### config.mk
export PLATFORM = sky130hd
export DESIGN_NAME = demux_rr_sched_flat
export DESIGN_NICKNAME = d
export VERILOG_FILES = /design/src/rtl/demux_rr_sched_pkg.sv /design/src/rtl/demux_rr_sched_if.sv /design/src/rtl/demux_rr_sched_rr_pick.sv /design/src/rtl/demux_rr_sched.sv /design/src/flat_wrapper.sv
export SDC_FILE = /design/constraint.sdc
export NUM_CORES = 1
export LEC_CHECK = 0
export CAP_MARGIN = 10
export CORE_MARGIN = 4
export CORE_UTILIZATION = 45
export DETAILED_ROUTE_END_ITERATION = 6
export HOLD_SLACK_MARGIN = 0.02
export PLACE_DENSITY = 0.78
export SETUP_SLACK_MARGIN = 0.5
export SLEW_MARGIN = 20
export SYNTH_ARGS = -nofsm -noshare
export SYNTH_HDL_FRONTEND = slang
export SYNTH_SLANG_ARGS = --single-unit
### constraint.sdc
create_clock -name clk -period 3.4 [get_ports clk]
set_input_delay 1.02 -clock clk [delete_from_list [all_inputs] [get_ports clk]]
set_output_delay 1.02 -clock clk [all_outputs]
set_load 0.05 [all_outputs]
### src/rtl/demux_rr_sched_pkg.sv
// Shared state type, defaults and select decode for the round-robin demux scheduler.
// Imported by the interface, the picker and the top-level FSM.
package demux_sched_pkg;

    localparam int DEF_N_OUT = 8;
    localparam int DEF_SEL_W = $clog2(DEF_N_OUT);

    typedef enum logic [1:0] {
        IDLE = 2'd0,
        SEEK = 2'd1,
        XFER = 2'd2
    } state_t;

    function automatic logic [DEF_N_OUT-1:0] onehot(
        input logic [DEF_SEL_W-1:0] s
    );
        logic [DEF_N_OUT-1:0] v;
        v    = '0;
        v[s] = 1'b1;
        return v;
    endfunction

endpackage

### src/rtl/demux_rr_sched_if.sv
// Upstream stream, per-sink handshake and status bundle of the scheduler.
// master = environment (source/sinks), slave = scheduler.
interface demux_rr_sched_if
    import demux_sched_pkg::*;
#(
    parameter int N_OUT = DEF_N_OUT,
    parameter int SEL_W = $clog2(N_OUT),
    parameter int DW    = 1
);

    logic             in_valid;
    logic [DW-1:0]    in_data;
    logic             in_ready;
    logic [N_OUT-1:0] en_mask;
    logic [N_OUT-1:0] out_ready;
    logic [N_OUT-1:0] out_valid;
    logic [DW-1:0]    out_data;
    logic [SEL_W-1:0] sel;
    logic             busy;
    logic             stall_evt;

    modport master (
        output in_valid,
        output in_data,
        output en_mask,
        output out_ready,
        input  in_ready,
        input  out_valid,
        input  out_data,
        input  sel,
        input  busy,
        input  stall_evt
    );

    modport slave (
        input  in_valid,
        input  in_data,
        input  en_mask,
        input  out_ready,
        output in_ready,
        output out_valid,
        output out_data,
        output sel,
        output busy,
        output stall_evt
    );

endinterface

### src/rtl/demux_rr_sched_rr_pick.sv
// Rotating priority encoder: first set request strictly after ptr,
// wrapping through ptr itself last.
module rr_pick
    import demux_sched_pkg::*;
#(
    parameter int N_OUT = DEF_N_OUT,
    parameter int SEL_W = $clog2(N_OUT)
) (
    input  logic [N_OUT-1:0] req,
    input  logic [SEL_W-1:0] ptr,
    output logic             hit,
    output logic [SEL_W-1:0] idx
);

    logic [SEL_W-1:0] cand;

    always_comb begin
        hit  = 1'b0;
        idx  = '0;
        cand = '0;
        for (int i = 1; i <= N_OUT; i++) begin
            // truncation is the modulo because N_OUT is a power of two
            cand = SEL_W'(int'(ptr) + i);
            if (!hit && req[cand]) begin
                hit = 1'b1;
                idx = cand;
            end
        end
    end

endmodule

### src/rtl/demux_rr_sched.sv
// Round-robin scheduler driving a 1:N demux: bursts of BURST beats per grant,
// with a stall timeout that rotates away from a sink that stops accepting.
module demux_rr_sched
    import demux_sched_pkg::*;
#(
    parameter int N_OUT   = DEF_N_OUT,
    parameter int SEL_W   = $clog2(N_OUT),
    parameter int DW      = 1,
    parameter int BURST   = 4,
    parameter int TIMEOUT = 16
) (
    input logic            clk,
    input logic            rst,
    demux_rr_sched_if.slave bus
);

    localparam int BW = $clog2(BURST + 1);
    localparam int TW = $clog2(TIMEOUT + 1);

    state_t           state;
    state_t           state_nxt;
    logic [SEL_W-1:0] sel_q;
    logic [SEL_W-1:0] sel_nxt;
    logic [SEL_W-1:0] ptr_q;
    logic [SEL_W-1:0] ptr_nxt;
    logic [BW-1:0]    beat_cnt;
    logic [BW-1:0]    beat_nxt;
    logic [TW-1:0]    stall_cnt;
    logic [TW-1:0]    stall_nxt;
    logic             evt_q;
    logic             evt_nxt;

    logic [N_OUT-1:0] cand;
    logic             hit;
    logic [SEL_W-1:0] win;
    logic             any_en;
    logic             en_sel;
    logic             rdy_sel;
    logic             in_ready;
    logic             beat;
    logic [N_OUT-1:0] sel_oh;

    assign cand    = bus.en_mask & bus.out_ready;
    assign any_en  = |bus.en_mask;
    assign en_sel  = bus.en_mask[sel_q];
    assign rdy_sel = bus.out_ready[sel_q];

    assign in_ready = (state == XFER) & en_sel & rdy_sel;
    assign beat     = in_ready & bus.in_valid;
    assign sel_oh   = N_OUT'(1) << sel_q;

    rr_pick #(
        .N_OUT(N_OUT),
        .SEL_W(SEL_W)
    ) u_pick (
        .req(cand),
        .ptr(ptr_q),
        .hit(hit),
        .idx(win)
    );

    always_ff @(posedge clk or posedge rst) begin
        if (rst) begin
            state     <= IDLE;
            sel_q     <= '0;
            ptr_q     <= SEL_W'(N_OUT - 1);
            beat_cnt  <= '0;
            stall_cnt <= '0;
            evt_q     <= 1'b0;
        end else begin
            state     <= state_nxt;
            sel_q     <= sel_nxt;
            ptr_q     <= ptr_nxt;
            beat_cnt  <= beat_nxt;
            stall_cnt <= stall_nxt;
            evt_q     <= evt_nxt;
        end
    end

    always_comb begin
        state_nxt = state;
        sel_nxt   = sel_q;
        ptr_nxt   = ptr_q;
        beat_nxt  = beat_cnt;
        stall_nxt = stall_cnt;
        evt_nxt   = 1'b0;
        unique case (state)
            IDLE: begin
                if (any_en)
                    state_nxt = SEEK;
            end
            SEEK: begin
                if (!any_en) begin
                    state_nxt = IDLE;
                end else if (hit) begin
                    sel_nxt   = win;
                    ptr_nxt   = win;
                    beat_nxt  = '0;
                    stall_nxt = '0;
                    state_nxt = XFER;
                end
            end
            XFER: begin
                // a disabled sink ends the burst before any beat is taken
                if (!en_sel) begin
                    state_nxt = any_en ? SEEK : IDLE;
                end else if (beat) begin
                    stall_nxt = '0;
                    if (beat_cnt != BW'(BURST))
                        beat_nxt = beat_cnt + BW'(1);
                    if (beat_cnt == BW'(BURST - 1))
                        state_nxt = SEEK;
                end else if (bus.in_valid) begin
                    if (stall_cnt != TW'(TIMEOUT))
                        stall_nxt = stall_cnt + TW'(1);
                    if (stall_cnt == TW'(TIMEOUT - 1)) begin
                        evt_nxt   = 1'b1;
                        state_nxt = SEEK;
                    end
                end
            end
            default: state_nxt = IDLE;
        endcase
    end

    assign bus.in_ready  = in_ready;
    assign bus.out_valid = sel_oh & {N_OUT{beat}};
    assign bus.out_data  = bus.in_data;
    assign bus.sel       = sel_q;
    assign bus.busy      = (state != IDLE);
    assign bus.stall_evt = evt_q;

endmodule
### src/flat_wrapper.sv
// flat-port wrapper written by rule: the top's interface ports become plain ports
module demux_rr_sched_flat import demux_sched_pkg::*;
#(
    parameter int N_OUT   = DEF_N_OUT,
    parameter int SEL_W   = $clog2(N_OUT),
    parameter int DW      = 1,
    parameter int BURST   = 4,
    parameter int TIMEOUT = 16
)
  (clk, rst, bus_in_valid, bus_in_data, bus_en_mask, bus_out_ready, bus_in_ready, bus_out_valid, bus_out_data, bus_sel, bus_busy, bus_stall_evt);
  demux_rr_sched_if #(.N_OUT(N_OUT), .SEL_W(SEL_W), .DW(DW)) bus_i ();
  input logic clk;
  input logic rst;
  input wire logic [$bits(bus_i.in_valid)-1:0] bus_in_valid;
  input wire logic [$bits(bus_i.in_data)-1:0] bus_in_data;
  input wire logic [$bits(bus_i.en_mask)-1:0] bus_en_mask;
  input wire logic [$bits(bus_i.out_ready)-1:0] bus_out_ready;
  output wire logic [$bits(bus_i.in_ready)-1:0] bus_in_ready;
  output wire logic [$bits(bus_i.out_valid)-1:0] bus_out_valid;
  output wire logic [$bits(bus_i.out_data)-1:0] bus_out_data;
  output wire logic [$bits(bus_i.sel)-1:0] bus_sel;
  output wire logic [$bits(bus_i.busy)-1:0] bus_busy;
  output wire logic [$bits(bus_i.stall_evt)-1:0] bus_stall_evt;
  assign bus_i.in_valid = bus_in_valid;
  assign bus_i.in_data = bus_in_data;
  assign bus_i.en_mask = bus_en_mask;
  assign bus_i.out_ready = bus_out_ready;
  assign bus_in_ready = bus_i.in_ready;
  assign bus_out_valid = bus_i.out_valid;
  assign bus_out_data = bus_i.out_data;
  assign bus_sel = bus_i.sel;
  assign bus_busy = bus_i.busy;
  assign bus_stall_evt = bus_i.stall_evt;
  demux_rr_sched #(.N_OUT(N_OUT), .SEL_W(SEL_W), .DW(DW), .BURST(BURST), .TIMEOUT(TIMEOUT)) u_core (.clk(clk), .rst(rst), .bus(bus_i));
endmodule
==> impl_metrics.py <==
metrics = {
    "global_route": {
        "antenna_found_initial": 0,
        "gr-total-overflow": 0,
        "grt_pass1_wl_mm": 12.92,
        "grt_max_degree": 18,
        "grtUsageTotal_pct": 25.53,
        "grt_pass1_vias": 2689,
    },
    "sta": {
        "worst_pin_slew_ps": 635.3,
        "min_period_ps": 3429,
        "rsz0062_at_grt": "true",
        "period_share_pct": 100.9,
        "fin_ws_ps": -29.43,
        "finClkSkew_ps": 3.856,
        "finalSetupViolations": 4,
        "drv_slew": 0,
        "final_hold_viol_count": 0,
        "fmax_ghz": 0.2916,
        "slew_headroom_pct": 57.60,
    },
    "layout": {
        "area_delta_synth_final_pct": 61.67,
        "nets": 395,
        "drive_gt1_share_pct": 46.41,
        "ff_latch_area_sq_um": 432.9,
        "antenna_cells": 0,
        "fill_cells": 272,
        "multi_input_area_sq_mm": 0.002072,
        "finalInstanceArea_sq_mm": 0.003752,
    },
    "placement": {
        "place_ws_ps": -490.2,
        "dpl-instance-area_sq_mm": 0.003397,
        "portBuffers": 32,
        "hpwl_mm": 5.857,
        "gp_congestion": 0.9416,
    },
    "clock_tree": {
        "clock_sinks": 17,
        "cts_tree": "built",
        "cts_buffer_depth": 2,
        "cts_buffers": 3,
        "cts_max_level": 1,
        "cts-root-buf": "clkbuf_8",
        "clk_pin_slew_ps": 70,
        "insertion_delay_ps": 270,
    },
    "critical_path": {
        "reg2reg_to": "u_core.stall_cnt[0]$_DFFE_PP0P_",
        "crit_type": "primary input to primary output",
        "cp-endpoint": "bus_out_valid[7]",
        "startpoint": "bus_en_mask[3]",
        "setup.worst_path.end_class": "primary output",
        "worstSetupStartpointType": "primary input",
        "crit_required_ps": 2380,
        "rr_worst_depth": 10,
        "crit_arrival_ps": 2410,
        "critical_path.max_fanout": 3,
        "rrSetupSlack_ps": 210,
        "regToRegStartpoint": "u_core.ptr_q[1]$_DFFE_PP1P_",
    },
    "min_path": {
        "holdCritPathClass": "register to register",
        "min_from": "u_core.ptr_q[1]$_DFFE_PP1P_",
    },
    "yosys": {
        "syn_area_sq_mm": 0.002321,
        "synth_largest_area_cell": "dfrtp_1",
        "synth_area_leaders": "dfrtp_1 (15%), mux4_2 (13%), mux2i_1 (9.5%), ha_1 (6.5%), nand2_1 (5.3%)",
        "synth-seq-cells": 17,
        "yosysMostFrequentCell": "nand2_1",
        "yosys_warnings": 0,
        "synth_cell_type_count": 62,
        "synth_top_area_share_pct": 15.09,
        "synthArstFlopShare_pct": 100.0,
        "synth_edf_count": 0,
        "synth_seq_area_share_pct": 18.49,
        "ys_top_cells_by_count": "nand2_1 (33), mux2i_1 (22), inv_1 (21), nor2_1 (16)",
        "syn_area_per_cell_sq_um": 8.660,
        "ys.flop_type": "dfrtp_1",
        "synth_fp_nets": 300,
        "syn-instance-count": 268,
    },
    "floorplan": {
        "ios": 35,
        "die_h_microns": 79.82,
        "core.rowCount": 25,
        "fp.dieW_microns": 79.82,
        "start_util_pct": 47.87,
        "dieArea_sq_mm": 0.006370,
        "coreArea_sq_mm": 0.004848,
    },
    "pwr": {
        "powerDensity_mw_per_mm2": 1032,
        "leakage_uw": 0.001570,
        "ir_worst_vdd_mv": 0.7510,
    },
    "route": {
        "vias": 2768,
        "vias_per_cell": 6.452,
        "first_pass_iters": 7,
        "drc": 3,
        "ant_nets": 0,
        "finalWirelength_mm": 9.202,
        "wl_per_cell_microns": 21.45,
        "dr.first_iter.drc_count": 277,
    },
    "run_status": {
        "violations": "DRC, setup timing",
        "status": "complete, but fails checks",
    },
    "flow_run": {
        "maxCapViolations": 0,
    },
}
-- worst min path at each step --
stage                                      end  cells past startpoint
2_1_floorplan  u_core.stall_cnt[4]$_DFFE_PP0P_                      1
3_3_place_gp       u_core.ptr_q[1]$_DFFE_PP1P_                      2
3_5_place_dp       u_core.ptr_q[1]$_DFFE_PP1P_                      2
4_1_cts            u_core.ptr_q[1]$_DFFE_PP1P_                      2
5_1_grt            u_core.ptr_q[1]$_DFFE_PP1P_                      2
6_report           u_core.ptr_q[1]$_DFFE_PP1P_                      2
-- state kept, by name (all words and copies together) (netlist names) --
signal and cells:
u_core.stall_cnt 5, u_core.beat_cnt 3, u_core.bus.sel 3, u_core.ptr_q 3, u_core.state 2, u_core.bus.stall_evt 1
-- repair_timing --
item / in CTS / in global routing
gates resized for setup: 85 / 39
setup endpoints to repair: 25 / 27
pin swaps: 15 / 14
setup buffers: 5 / 5
hold buffers: 0 / 0
-- cells in the final DEF (no fill, tap or decap), drive strengths merged, types with 2 or more instances in the layout --
master	n
dfstp	3
dfrtp	14
or4	4
a21boi	4
clkinv	3
nand2b	6
ha	12
and2	10
a221oi	2
o22a	2
o2bb2ai	2
o221ai	3
a21o	3
nand3	9
a21oi	6
mux2i	22
xnor2	2
a2111oi	2
a211oi	2
inv	22
nand2	33
nor3	14
a22oi	3
clkbuf	3
mux2	6
o211ai	3
mux4	13
o311ai	2
nor2	16
o21ai	8
clkdlybuf4s50	6
nor4	5
buf	96
o32ai	2
-- metrics by stage --
| step | hold slack, ps | instances | total power, uW | TNS, ps | util, % |
|---|---|---|---|---|---|
| 5_1_grt | 576.3 | 429 | 4091 | -364.8 | 77.39 |
| 3_5_place_dp | 514.1 | 415 | 3162 | -10650 | 70.06 |
| 6_report | 548.4 | 429 | 3873 | -53.65 | 77.39 |
| 4_1_cts | 523.6 | 424 | 3566 | -46.72 | 73.26 |
| 2_1_floorplan | 504.4 | 268 | 2312 | -1554 | - |
| 3_3_place_gp | 496.6 | 415 | 3098 | -9034 | 70.06 |
-- metal layers --
layer	part of all wire [%]	vias to the layer above	global-route usage [%]
met5	0	-	0
met4	4.1	0	6.250
met3	9.0	56	5.305
met2	50	206	46.08
met1	37	1315	30.83
li1	-	1191	-
-- cells by family (layout without fill, tap and decap cells) --
logic type	after synthesis	count (layout)	share of synthesized area (%)
and+or+nand+nor	102	102	22.32
AOI/OAI and AO/OA	56	56	19.19
muxes	41	41	25.34
buffers and inverters	37	131	7.062
DFF	17	17	18.49
adders and majority gates	12	12	6.469
xor gates and xnor gates	3	3	1.132
-- area by class of cell --
cell class                      instances  share of cell area (%)
Inverter                               24                   2.401
Tap cell                               67                   2.234
Clock inverter                          1                  0.1334
Multi-Input combinational cell        214                   55.22
Sequential cell                        17                   11.54
Timing Repair Buffer                  103                   27.38
Clock buffer                            3                   1.100
-- power by group --
group	leakage [uW]	internal, uW	switching (uW)
clock network	0.0000255	81.8	78.5
logic	0.00133	1540	1740
registers	0.000216	285	148
-- critical path, stage by stage --
cell and delay [ps]:
buf_6 80, mux2i_1 80, nor3_1 250, nor3_2 110, nor3_4 270, nand3_4 150
buf_12 170, nor2_4 120, buf_12 150
Power figures use the tool's default switching activity.
